**config.mk**
```make
export PLATFORM = sky130hd
export DESIGN_NAME = control_sequencer_flat
export DESIGN_NICKNAME = d
export VERILOG_FILES = /design/src/rtl/control_sequencer_if.sv /design/src/rtl/control_sequencer.sv /design/src/flat_wrapper.sv
export SDC_FILE = /design/constraint.sdc
export NUM_CORES = 1
export LEC_CHECK = 0
export CAP_MARGIN = 20
export CORE_ASPECT_RATIO = 0.8
export CORE_UTILIZATION = 31
export DETAILED_ROUTE_END_ITERATION = 16
export PLACE_DENSITY = 0.83
export SYNTH_ARGS = -nofsm -noshare
export SYNTH_HDL_FRONTEND = slang
export SYNTH_SLANG_ARGS = --single-unit
```
**constraint.sdc**
```tcl
create_clock -name Clock -period 1.6 [get_ports Clock]
set_input_delay 0.24 -clock Clock [delete_from_list [all_inputs] [get_ports Clock]]
set_output_delay 0.24 -clock Clock [all_outputs]
set_load 0.01 [all_outputs]
```
**src/rtl/control_sequencer_if.sv**
```systemverilog
// rtl/control_sequencer_if.sv - instruction input, halt request and control-word outputs of the control sequencer
interface control_sequencer_if;
    logic [31:0] IR;
    logic        Stop;
    logic        PCout;
    logic        Zlowout;
    logic        Zhighout;
    logic        MDRout;
    logic        MARin;
    logic        PCin;
    logic        MDRin;
    logic        IRin;
    logic        Yin;
    logic        Zin;
    logic        LOin;
    logic        HIin;
    logic        IncPC;
    logic        Read;
    logic [3:0]  Rsel;
    logic        Rin;
    logic        Rout;
    logic [4:0]  operation;
    logic        Run;
    logic        Err;

    modport master (
        input  IR, Stop,
        output PCout, Zlowout, Zhighout, MDRout, MARin, PCin, MDRin, IRin,
               Yin, Zin, LOin, HIin, IncPC, Read, Rsel, Rin, Rout, operation,
               Run, Err
    );

    modport slave (
        output IR, Stop,
        input  PCout, Zlowout, Zhighout, MDRout, MARin, PCin, MDRin, IRin,
               Yin, Zin, LOin, HIin, IncPC, Read, Rsel, Rin, Rout, operation,
               Run, Err
    );
endinterface

```
**src/rtl/control_sequencer.sv**
```systemverilog
// rtl/control_sequencer.sv - fetch/decode/execute control sequencer, optional mul/div sequencing under MULDIV_EN
module control_sequencer (
    input  logic                Clock,
    input  logic                clear,
    control_sequencer_if.master bus
);

    typedef enum logic [2:0] {T0, T1, T2, T3, T4, T5, T6, HALT} state_t;

    state_t     state_q, state_d;
    logic       err_q, err_d;
    logic [4:0] opcode;
    logic [3:0] ra, rb, rc;
    logic       is_bin, is_un, is_nop, is_halt, is_md;

    assign opcode  = bus.IR[31:27];
    assign ra      = bus.IR[26:23];
    assign rb      = bus.IR[22:19];
    assign rc      = bus.IR[18:15];
    assign is_bin  = (opcode <= 5'd12);
    assign is_un   = (opcode == 5'd17) || (opcode == 5'd18);
    assign is_nop  = (opcode == 5'd26);
    assign is_halt = (opcode == 5'd27);
`ifdef MULDIV_EN
    assign is_md   = (opcode == 5'd15) || (opcode == 5'd16);
`else
    assign is_md   = 1'b0;
`endif

    // Next-state and error-flag logic; illegal opcodes latch Err on the way into HALT
    always_comb begin
        state_d = state_q;
        err_d   = err_q;
        case (state_q)
            T0:   state_d = bus.Stop ? HALT : T1;
            T1:   state_d = T2;
            T2:   state_d = T3;
            T3: begin
                if (is_bin || is_un || is_md) begin
                    state_d = T4;
                end else if (is_nop) begin
                    state_d = T0;
                end else if (is_halt) begin
                    state_d = HALT;
                end else begin
                    state_d = HALT;
                    err_d   = 1'b1;
                end
            end
            T4:   state_d = (is_bin || is_md) ? T5 : T0;
            T5:   state_d = is_md ? T6 : T0;
            T6:   state_d = T0;
            HALT: state_d = HALT;
            default: state_d = T0;
        endcase
    end

    // State and error registers, cleared asynchronously
    always_ff @(posedge Clock or posedge clear) begin
        if (clear) begin
            state_q <= T0;
            err_q   <= 1'b0;
        end else begin
            state_q <= state_d;
            err_q   <= err_d;
        end
    end

    // Control word decoded from present state and IR; enables are gated off while
    // clear is high so an abandoned instruction cannot emit a stray load or write
    always_comb begin
        bus.PCout     = 1'b0;
        bus.Zlowout   = 1'b0;
        bus.Zhighout  = 1'b0;
        bus.MDRout    = 1'b0;
        bus.MARin     = 1'b0;
        bus.PCin      = 1'b0;
        bus.MDRin     = 1'b0;
        bus.IRin      = 1'b0;
        bus.Yin       = 1'b0;
        bus.Zin       = 1'b0;
        bus.LOin      = 1'b0;
        bus.HIin      = 1'b0;
        bus.IncPC     = 1'b0;
        bus.Read      = 1'b0;
        bus.Rsel      = 4'd0;
        bus.Rin       = 1'b0;
        bus.Rout      = 1'b0;
        bus.operation = 5'd0;
        bus.Run       = (state_q != HALT);
        bus.Err       = err_q;
        case (state_q)
            T0: begin
                bus.PCout = 1'b1;
                bus.MARin = 1'b1;
                bus.IncPC = 1'b1;
                bus.Zin   = 1'b1;
            end
            T1: begin
                bus.Zlowout = 1'b1;
                bus.PCin    = 1'b1;
                bus.Read    = 1'b1;
                bus.MDRin   = 1'b1;
            end
            T2: begin
                bus.MDRout = 1'b1;
                bus.IRin   = 1'b1;
            end
            T3: begin
                if (is_bin || is_md) begin
                    bus.Rsel = rb;
                    bus.Rout = 1'b1;
                    bus.Yin  = 1'b1;
                end else if (is_un) begin
                    bus.Rsel      = rb;
                    bus.Rout      = 1'b1;
                    bus.Zin       = 1'b1;
                    bus.operation = opcode;
                end
            end
            T4: begin
                if (is_bin || is_md) begin
                    bus.Rsel      = rc;
                    bus.Rout      = 1'b1;
                    bus.Zin       = 1'b1;
                    bus.operation = opcode;
                end else if (is_un) begin
                    bus.Zlowout = 1'b1;
                    bus.Rsel    = ra;
                    bus.Rin     = 1'b1;
                end
            end
            T5: begin
                if (is_bin) begin
                    bus.Zlowout = 1'b1;
                    bus.Rsel    = ra;
                    bus.Rin     = 1'b1;
                end
`ifdef MULDIV_EN
                else if (is_md) begin
                    bus.Zlowout = 1'b1;
                    bus.LOin    = 1'b1;
                end
`endif
            end
            T6: begin
`ifdef MULDIV_EN
                bus.Zhighout = 1'b1;
                bus.HIin     = 1'b1;
`endif
            end
            default: ;
        endcase
        if (clear) begin
            bus.PCout     = 1'b0;
            bus.Zlowout   = 1'b0;
            bus.Zhighout  = 1'b0;
            bus.MDRout    = 1'b0;
            bus.MARin     = 1'b0;
            bus.PCin      = 1'b0;
            bus.MDRin     = 1'b0;
            bus.IRin      = 1'b0;
            bus.Yin       = 1'b0;
            bus.Zin       = 1'b0;
            bus.LOin      = 1'b0;
            bus.HIin      = 1'b0;
            bus.IncPC     = 1'b0;
            bus.Read      = 1'b0;
            bus.Rsel      = 4'd0;
            bus.Rin       = 1'b0;
            bus.Rout      = 1'b0;
            bus.operation = 5'd0;
        end
    end

endmodule

```
**src/flat_wrapper.sv**
```systemverilog
// flat-port wrapper written by rule: the top's interface ports become plain ports
module control_sequencer_flat 
  (Clock, clear, bus_IR, bus_Stop, bus_PCout, bus_Zlowout, bus_Zhighout, bus_MDRout, bus_MARin, bus_PCin, bus_MDRin, bus_IRin, bus_Yin, bus_Zin, bus_LOin, bus_HIin, bus_IncPC, bus_Read, bus_Rsel, bus_Rin, bus_Rout, bus_operation, bus_Run, bus_Err);
  control_sequencer_if bus_i ();
  input  logic Clock;
  input  logic clear;
  input wire logic [$bits(bus_i.IR)-1:0] bus_IR;
  input wire logic [$bits(bus_i.Stop)-1:0] bus_Stop;
  output wire logic [$bits(bus_i.PCout)-1:0] bus_PCout;
  output wire logic [$bits(bus_i.Zlowout)-1:0] bus_Zlowout;
  output wire logic [$bits(bus_i.Zhighout)-1:0] bus_Zhighout;
  output wire logic [$bits(bus_i.MDRout)-1:0] bus_MDRout;
  output wire logic [$bits(bus_i.MARin)-1:0] bus_MARin;
  output wire logic [$bits(bus_i.PCin)-1:0] bus_PCin;
  output wire logic [$bits(bus_i.MDRin)-1:0] bus_MDRin;
  output wire logic [$bits(bus_i.IRin)-1:0] bus_IRin;
  output wire logic [$bits(bus_i.Yin)-1:0] bus_Yin;
  output wire logic [$bits(bus_i.Zin)-1:0] bus_Zin;
  output wire logic [$bits(bus_i.LOin)-1:0] bus_LOin;
  output wire logic [$bits(bus_i.HIin)-1:0] bus_HIin;
  output wire logic [$bits(bus_i.IncPC)-1:0] bus_IncPC;
  output wire logic [$bits(bus_i.Read)-1:0] bus_Read;
  output wire logic [$bits(bus_i.Rsel)-1:0] bus_Rsel;
  output wire logic [$bits(bus_i.Rin)-1:0] bus_Rin;
  output wire logic [$bits(bus_i.Rout)-1:0] bus_Rout;
  output wire logic [$bits(bus_i.operation)-1:0] bus_operation;
  output wire logic [$bits(bus_i.Run)-1:0] bus_Run;
  output wire logic [$bits(bus_i.Err)-1:0] bus_Err;
  assign bus_i.IR = bus_IR;
  assign bus_i.Stop = bus_Stop;
  assign bus_PCout = bus_i.PCout;
  assign bus_Zlowout = bus_i.Zlowout;
  assign bus_Zhighout = bus_i.Zhighout;
  assign bus_MDRout = bus_i.MDRout;
  assign bus_MARin = bus_i.MARin;
  assign bus_PCin = bus_i.PCin;
  assign bus_MDRin = bus_i.MDRin;
  assign bus_IRin = bus_i.IRin;
  assign bus_Yin = bus_i.Yin;
  assign bus_Zin = bus_i.Zin;
  assign bus_LOin = bus_i.LOin;
  assign bus_HIin = bus_i.HIin;
  assign bus_IncPC = bus_i.IncPC;
  assign bus_Read = bus_i.Read;
  assign bus_Rsel = bus_i.Rsel;
  assign bus_Rin = bus_i.Rin;
  assign bus_Rout = bus_i.Rout;
  assign bus_operation = bus_i.operation;
  assign bus_Run = bus_i.Run;
  assign bus_Err = bus_i.Err;
  control_sequencer u_core (.Clock(Clock), .clear(clear), .bus(bus_i));
endmodule
```
==> flow_summary.json, run 1 <==
{
  "cp.required_ps": 1360,
  "multiInputGateArea_sq_um": 615.6,
  "finalNetCount": 210,
  "path_class": "register to primary output",
  "wl_per_cell_um": 15.48,
  "syn-cell-area_sq_um": 700.7,
  "worst-r2r-setup-slack_ps": 180,
  "path_clk_slew_ps": 40,
  "crit-reg2reg-launch": "u_core.state_q[1]",
  "path_buf_inv": 2,
  "grt_max_degree": 10,
  "fin_ws_ps": -512.3,
  "area_growth_pct": 114.5,
  "start_util_pct": 32.75,
  "grt-ovfl-total": 0,
  "crit_family": "simple AND/OR/NAND/NOR gates",
  "pin_count": 62,
  "final_cells": 198,
  "grt_pass1_wl_mm": 3.981,
  "p_total_mw": 1.715,
  "synth_seq_area_share_pct": 14.29,
  "synth_cell_types": 38,
  "cp_max_fo": 6,
  "viasPerCell": 5.273,
  "min_period_ps": 2112,
  "reg2regPathDepth": 5,
  "ir_drop_v": 0.0008727,
  "io_buffer_count": 43,
  "h-tree-depth": 1,
  "power_per_cell_area_nw_per_um2": 1141,
  "slew_violations": 0,
  "cts_inserted_buffers": 3,
  "p_leak_nw": 0.7319,
  "yosys_warnings": 0,
  "die_x_um": 55.16,
  "holdWs_ps": 263.1,
  "status": "complete, but fails checks",
  "slowest_stage": "or3b_4",
  "rr_endpoint": "u_core.state_q[0]",
  "cts_sinks": 4,
  "antenna_found_initial": 0,
  "synth_area_per_cell_sq_um": 7.223,
  "fillCellCount": 163,
  "crit_arrival_ps": 1870,
  "setup_violations": 20,
  "fin_crit_sh_pct": 132.0,
  "min-delay-path-class": "input port to async pin",
  "worstSetupEndpointType": "primary output",
  "routed_wl_mm": 3.066,
  "place.gp.congestion": 0.8399,
  "critPathMaxStageDelay_ps": 410,
  "max_freq_mhz": 473.4,
  "cts_tree": "built",
  "die_h_um": 44.52,
  "clockBufferDepth": 2,
  "worstSkewPairLatency_ps": 240,
  "finClkSkew_ps": 6.320,
  "startpoint": "u_core.state_q[0]",
  "final_cell_area_sq_um": 1503,
  "hold_viol": 0,
  "drive_gt1_share_pct": 56.07,
  "grt_pass1_vias": 928,
  "crit_chain": "or3b_4 > nor4b_4 > o31ai_4 > buf_4 > o41ai_2 > buf_2",
  "placed_area_sq_um": 1341,
  "setup.worst_path.start_class": "register",
  "core_area_sq_um": 2140,
  "violations": "setup timing",
  "vias": 1044,
  "diodes": 0,
  "first_pass_iters": 4,
  "dp.cells": 183,
  "area.sequential_sq_um": 101.3,
  "synth_seq_cells": 4,
  "die_area_sq_um": 2456,
  "cap_violations": 0,
  "ant_nets": 0,
  "grt_usage_pct": 22.56,
  "initialDrtViolationCount": 16,
  "hpwlAfterDp_mm": 1.957,
  "rows": 15,
  "rsz0062_at_grt": "yes",
  "synthCells": 97,
  "drc": 0,
  "clockRootBuffer": "clkbuf_4"
}
worst reg2reg max path, stage by stage (launching register included):
cell and delay, ps:
dfrtp_2 440, buf_4 160, buf_4 130, or3b_1 350, a21o_1 190, nand3_1 80
kinds of logic (layout without fill, tap and decap cells):
kind of cell | after synthesis | count (layout) | synth area share (%)
xor gates and xnor gates | 2 | 2 | 2.500
other | 1 | 3 | 0.5352
DFF | 4 | 4 | 14.29
and+or+nand+nor | 48 | 48 | 44.11
AOI/OAI and AO/OA | 19 | 19 | 20.53
buffers and inverters | 23 | 97 | 18.04
stage by stage:
| step | setup TNS, ps | util (%) | worst slack (ps) |
|---|---|---|---|
| after global routing | -6509 | 70.23 | -583.6 |
| after CTS | -5836 | 67.08 | -510.0 |
| after detailed placement | -15860 | 62.69 | -928.9 |
| after global placement | -15560 | 62.69 | -898.8 |
| final | -5413 | 70.23 | -512.3 |
| after floorplan | -51.33 | - | -27.33 |
area by class of cell:
class | instances | area share (%)
clock buffers | 3 | 1.499
inverters | 7 | 1.749
multi-input cells | 72 | 40.97
flip-flops and latches | 4 | 6.744
well taps | 25 | 2.082
repair buffers | 87 | 46.96
sequential cells by signal, indices dropped and copies added (netlist names):
name,flops
u_core.bus.Err,1
u_core.state_q,3
worst max-delay path by stage:
stage,endpoint,slack (ps),depth (start not counted)
2_1_floorplan,bus_Rsel[3],-30,4
3_3_place_gp,bus_Rsel[2],-900,8
3_5_place_dp,bus_Rsel[3],-930,6
4_1_cts,bus_Zlowout,-510,6
5_1_grt,bus_Zlowout,-580,6
6_report,bus_Zlowout,-510,6
where the power goes:
part	total [mW]	internal, mW	switching [mW]
clock network	0.133	0.0844	0.0483
logic	1.37	0.736	0.635
registers	0.211	0.157	0.0541
cells in the final DEF (no fill, tap or decap), types with 3 or more instances in the layout:
master	Yosys	routed
buf_4	9	36
buf_2	5	17
clkdlybuf4s50_1	0	14
buf_6	0	10
nand2_1	9	9
inv_1	7	7
nor2_1	6	5
a21oi_1	5	4
clkdlybuf4s15_2	0	4
nand3_1	4	3
conb_1	1	3
clkbuf_4	0	3
clkbuf_2	0	3
dfrtp_1	4	3
cell usage after synthesis (all sizes together):
| cell type | count | area share (%) |
|---|---|---|
| and2 | 4 | 3.6 |
| o211ai | 2 | 2.1 |
| and4bb | 1 | 1.8 |
| a21oi | 5 | 3.6 |
| conb | 1 | 0.54 |
| nand3b | 2 | 2.1 |
| xnor2 | 1 | 1.3 |
| buf | 14 | 13 |
| nand3 | 4 | 2.9 |
| nor3b | 2 | 2.1 |
| o31ai | 2 | 2.9 |
| a21o | 2 | 2.1 |
| o32ai | 1 | 1.3 |
| dfrtp | 4 | 14 |
| inv | 7 | 3.8 |
| o21bai | 1 | 1.1 |
| or2 | 1 | 0.89 |
| nand4 | 1 | 0.89 |
| nand2 | 9 | 4.8 |
| nor4 | 3 | 2.7 |
| and2b | 1 | 1.1 |
| o41ai | 1 | 1.3 |
| xor2 | 1 | 1.3 |
| nor3 | 3 | 2.9 |
| and3b | 2 | 2.5 |
| or3b | 3 | 4.1 |
| nor4b | 3 | 5.9 |
| nand2b | 2 | 1.8 |
| o221ai | 4 | 5.0 |
| a31o | 1 | 1.3 |
| nor2 | 6 | 3.2 |
| and3 | 1 | 0.89 |
| clkbuf | 2 | 1.1 |
layer usage:
| metal | vias up | track usage [%] | routed length [um] |
|---|---|---|---|
| met1 | 499 | 24.59 | 1201 |
| met4 | 0 | 7.500 | 47 |
| met2 | 46 | 42.89 | 1535 |
| li1 | 492 | - | - |
| met3 | 7 | 3.780 | 282 |
| met5 | - | 0 | 0 |
timing repair:
action | CTS | global route
gates resized for setup | 105 | 30
pin swaps | 10 | 6
endpoints found under the hold margin | 0 | 0
setup buffers | 7 | 6
setup endpoints to repair | 23 | 23
hold buffers | 0 | 0
Note: power is estimated with default switching activity, not from simulation.
==> run 2, diff against run 1 <==
Settings changed: CORE_ASPECT_RATIO 0.8 to not set, PLACE_DENSITY 0.83 to 0.8.
Clock period 1.6 ns to 2 ns, I/O delays scaled along.
==> flow_summary.json, run 2 (synthesized netlist as in run 1, its figures left out) <==
{
  "path_buf_inv": 1,
  "ant_nets": 0,
  "placed_area_sq_um": 1260,
  "setup.worst_path.start_class": "register",
  "core_area_sq_um": 2042,
  "slew_violations": 0,
  "start_util_pct": 34.31,
  "rows": 16,
  "p_leak_nw": 0.7232,
  "die_h_um": 49.54,
  "min-delay-path-class": "input port to async pin",
  "layout_commonest_cell": "buf_4",
  "initialDrtViolationCount": 11,
  "crit_family": "simple AND/OR/NAND/NOR gates",
  "vias": 978,
  "fin_crit_sh_pct": 107.1,
  "routed_wl_mm": 2.683,
  "pin_count": 62,
  "finalNetCount": 200,
  "worstSetupEndpointType": "primary output",
  "worstSkewPairLatency_ps": 230,
  "power_per_cell_area_nw_per_um2": 835.2,
  "grt_pass1_wl_mm": 4.140,
  "slowest_stage": "dfrtp_1",
  "grt_usage_pct": 21.34,
  "h-tree-depth": 1,
  "diodes": 0,
  "area_growth_pct": 100.5,
  "crit_arrival_ps": 1840,
  "largest-register": "u_core.state_q",
  "first_pass_iters": 4,
  "worst-r2r-setup-slack_ps": 580,
  "drive_gt1_share_pct": 44.17,
  "final_cells": 190,
  "hold_viol": 0,
  "crit_chain": "or3b_4 > nor4b_4 > o31ai_4 > o221ai_1 > buf_2",
  "place.gp.congestion": 0.7951,
  "dp_slack_ps": -643.8,
  "drc": 0,
  "fin_ws_ps": -141.5,
  "cap_violations": 0,
  "cts_tree": "built",
  "io_buffer_count": 43,
  "holdWs_ps": 177.8,
  "grt_pass1_vias": 961,
  "cp.required_ps": 1700,
  "clockRootBuffer": "clkbuf_4",
  "min_period_ps": 2142,
  "largest_register_ffs": 3,
  "setup_tns_ps": -639.6,
  "path_clk_slew_ps": 40,
  "final_cell_area_sq_um": 1405,
  "status": "complete, but fails checks",
  "viasPerCell": 5.147,
  "dp.cells": 178,
  "clockBufferDepth": 2,
  "finClkSkew_ps": 0.4749,
  "final_cell_mix": "buf_4, clkdlybuf4s50_1, dlygate4sd2_1",
  "max_freq_mhz": 467.0,
  "setup_violations": 6,
  "cts_sinks": 4,
  "rsz0062_at_grt": "yes",
  "ir_drop_v": 0.0008782,
  "hpwlAfterDp_mm": 1.832,
  "antenna_found_initial": 0,
  "die_x_um": 49.54,
  "violations": "setup timing",
  "wl_per_cell_um": 14.12,
  "path_class": "register to primary output",
  "cp_max_fo": 6,
  "die_area_sq_um": 2454,
  "critPathMaxStageDelay_ps": 410,
  "grt_max_degree": 11,
  "grt-ovfl-total": 0,
  "cts_inserted_buffers": 3
}
-- run 2: changes by cell type in the layout (fill, tap and decap cells not counted), sizes merged --
cell | previous run | this run
dlymetal6s2s | 0 | 4
dlygate4sd2 | 2 | 10
clkdlybuf4s15 | 4 | 0
buf | 64 | 45
clkbuf | 6 | 7
-- run 2: stage by stage --
step	power [mW]	util, %
finish	1.173	68.81
global route	1.261	68.81
CTS	1.028	65.38
detailed placement	0.9136	61.70
global placement	0.8984	61.70
floorplan	0.5526	-
-- run 2: report_power, final --
| group | switching, mW | total [mW] | internal [mW] |
|---|---|---|---|
| Combinational | 0.407 | 0.888 | 0.481 |
| Sequential | 0.0637 | 0.187 | 0.123 |
| Clock | 0.0317 | 0.0988 | 0.0670 |
| Total | 0.502 | 1.17 | 0.671 |
-- run 2: what timing repair did --
action | in CTS | in global routing
setup buffers | 5 | 4
gates cloned | 0 | 0
endpoints found under the setup margin | 22 | 20
resized for setup | 64 | 29
pin swaps | 9 | 11
hold buffers | 0 | 0
-- run 2: final cells by class --
type,instances,area (sq um)
fill,174,636.9
timing repair buffer,77,628.1
multi-input combinational,72,594.3
sequential,4,100.1
tap,27,33.78
inverter,7,26.28
clock buffer,3,22.52
-- run 2: path summary, 6_finish.rpt --
kind                                   start           endpoint  depth (start not counted)
setup / recovery           u_core.state_q[0]        bus_Rsel[3]                          5
hold / removal                         clear  u_core.state_q[0]                          3
setup reg to reg           u_core.state_q[0]  u_core.state_q[2]                          7
hold reg to reg               u_core.bus.Err     u_core.bus.Err                          1
max in group asynchronous              clear  u_core.state_q[2]                          3
min in group Clock            u_core.bus.Err     u_core.bus.Err                          1
-- run 2: routing by layer --
metal | wire, um | track usage, %
met4 | 10 | 10.00
met2 | 1371 | 38.29
met5 | 0 | 0
met3 | 227 | 5.556
met1 | 1074 | 22.95
-- run 2: tightest hold or removal path: cells and delay by family --
kind                   cells  cell delay [ps]
buffers and inverters      3              450
==> run 3, diff against run 2 <==
Settings changed: CELL_PAD_IN_SITES_DETAIL_PLACEMENT set to 0, CELL_PAD_IN_SITES_GLOBAL_PLACEMENT set to 2, CORE_UTILIZATION 31 to 14, PLACE_DENSITY 0.8 to not set, PLACE_DENSITY_LB_ADDON set to 0.1.
Clock period 2 ns to 2.19 ns, I/O delays scaled along.
==> flow_summary.json, run 3 (synthesized netlist as in run 1, its figures left out) <==
{
  "crit_arrival_ps": 1840,
  "cp.required_ps": 1860,
  "worst-r2r-setup-slack_ps": 940,
  "die_x_um": 72.75,
  "core_area_sq_um": 4755,
  "p_leak_nw": 0.7504,
  "grt-ovfl-total": 0,
  "h-tree-depth": 1,
  "io_buffer_count": 43,
  "place.gp.congestion": 0.6995,
  "dp_slack_ps": -556.5,
  "clockRootBuffer": "clkbuf_8",
  "finalNetCount": 203,
  "cts_inserted_buffers": 3,
  "grt_max_degree": 9,
  "initialDrtViolationCount": 21,
  "die_h_um": 72.75,
  "fin_crit_sh_pct": 99.09,
  "status": "finished, final reports clean",
  "min-delay-path-class": "input port to async pin",
  "drc": 0,
  "die_area_sq_um": 5292,
  "worstSkewPairLatency_ps": 210,
  "wl_per_cell_um": 12.32,
  "routed_wl_mm": 2.870,
  "first_pass_iters": 4,
  "rows": 25,
  "drive_gt1_share_pct": 37.35,
  "grt_pass1_wl_mm": 4.450,
  "hpwlAfterDp_mm": 2.341,
  "setup.worst_path.start_class": "register",
  "cp_max_fo": 6,
  "grt_pass1_vias": 869,
  "slew_violations": 0,
  "path_clk_slew_ps": 30,
  "max_freq_mhz": 460.8,
  "clockBufferDepth": 2,
  "power_per_cell_area_nw_per_um2": 708.8,
  "ir_drop_v": 0.0002813,
  "largest-register": "u_core.state_q",
  "reg2regPathDepth": 4,
  "layout_commonest_cell": "buf_4",
  "vias": 923,
  "path_class": "register to primary output",
  "ant_nets": 0,
  "rsz0062_at_grt": "yes",
  "finClkSkew_ps": 4.083,
  "largest_register_ffs": 3,
  "cap_violations": 0,
  "worstSetupEndpointType": "primary output",
  "antenna_found_initial": 0,
  "rr_endpoint": "u_core.state_q[1]",
  "crit-reg2reg-launch": "u_core.state_q[2]",
  "pin_count": 62,
  "start_util_pct": 14.74,
  "fin_ws_ps": 19.99,
  "setup_violations": 0,
  "final_cell_mix": "buf_4, clkdlybuf4s50_1, dlygate4sd2_1",
  "viasPerCell": 3.961,
  "min_period_ps": 2170,
  "cts_sinks": 4,
  "setup_tns_ps": 0,
  "p_total_mw": 1.045,
  "area_growth_pct": 110.4,
  "grt_usage_pct": 10.92,
  "diodes": 0,
  "cts_tree": "built",
  "hold_viol": 0
}
## run 3: per-stage QoR
stage | area [sq um] | hold WS [ps] | std cells | utilization (%)
after floorplan | 708.2 | 284.2 | 99 | -
after detailed placement | 1363 | 471.2 | 225 | 28.66
after global routing | 1474 | 403.2 | 233 | 31.00
after global placement | 1363 | 473.7 | 225 | 28.66
final | 1474 | 360.6 | 233 | 31.00
after CTS | 1455 | 364.8 | 232 | 30.61
## run 3: what timing repair did
action	4_1_cts	5_1_grt
setup endpoints to repair	22	13
pin swaps	9	6
cloned	0	0
setup buffers	4	1
hold buffers	0	0
resized for setup	53	8
## run 3: worst max-delay path: stages (launching register included)
cell,delay (ps)
dfrtp_1,410
or3b_4,410
nor4b_4,290
o31ai_4,150
o221ai_1,200
buf_2,160
## run 3: area by class of cell
cell class              instances  area [sq um]
fillers                       538          3281
clock buffers                   3         41.29
repair buffers                 80         670.6
multi-input cells              72         551.8
well taps                      67         83.83
inverters                       7         26.28
flip-flops and latches          4         100.1
## run 3: layer usage
layer	up-vias	part of all wire, %	GRT usage [%]
met5	-	0	0
met4	0	0.28	1.961
met2	22	47	18.07
li1	475	-	-
met1	424	49	15.19
met3	2	3.3	1.519
## run 3: power breakdown
group / switching, mW / total [mW] / internal (mW)
Clock: 0.0335 / 0.150 / 0.117
Sequential: 0.0612 / 0.174 / 0.113
Combinational: 0.332 / 0.721 / 0.388
## run 3: how the worst max path moves through the flow
stage / start / endpoint / slack [ps] / cells past startpoint
3_3_place_gp: bus_IR[28] / bus_Rsel[0] / -490 / 6
2_1_floorplan: u_core.state_q[2] / bus_Zin / 400 / 3
6_report: u_core.state_q[0] / bus_Rsel[1] / 20 / 5
5_1_grt: u_core.state_q[0] / bus_Rsel[0] / -30 / 5
4_1_cts: u_core.state_q[0] / bus_Rsel[0] / -40 / 5
3_5_place_dp: bus_IR[31] / bus_Rsel[2] / -560 / 7
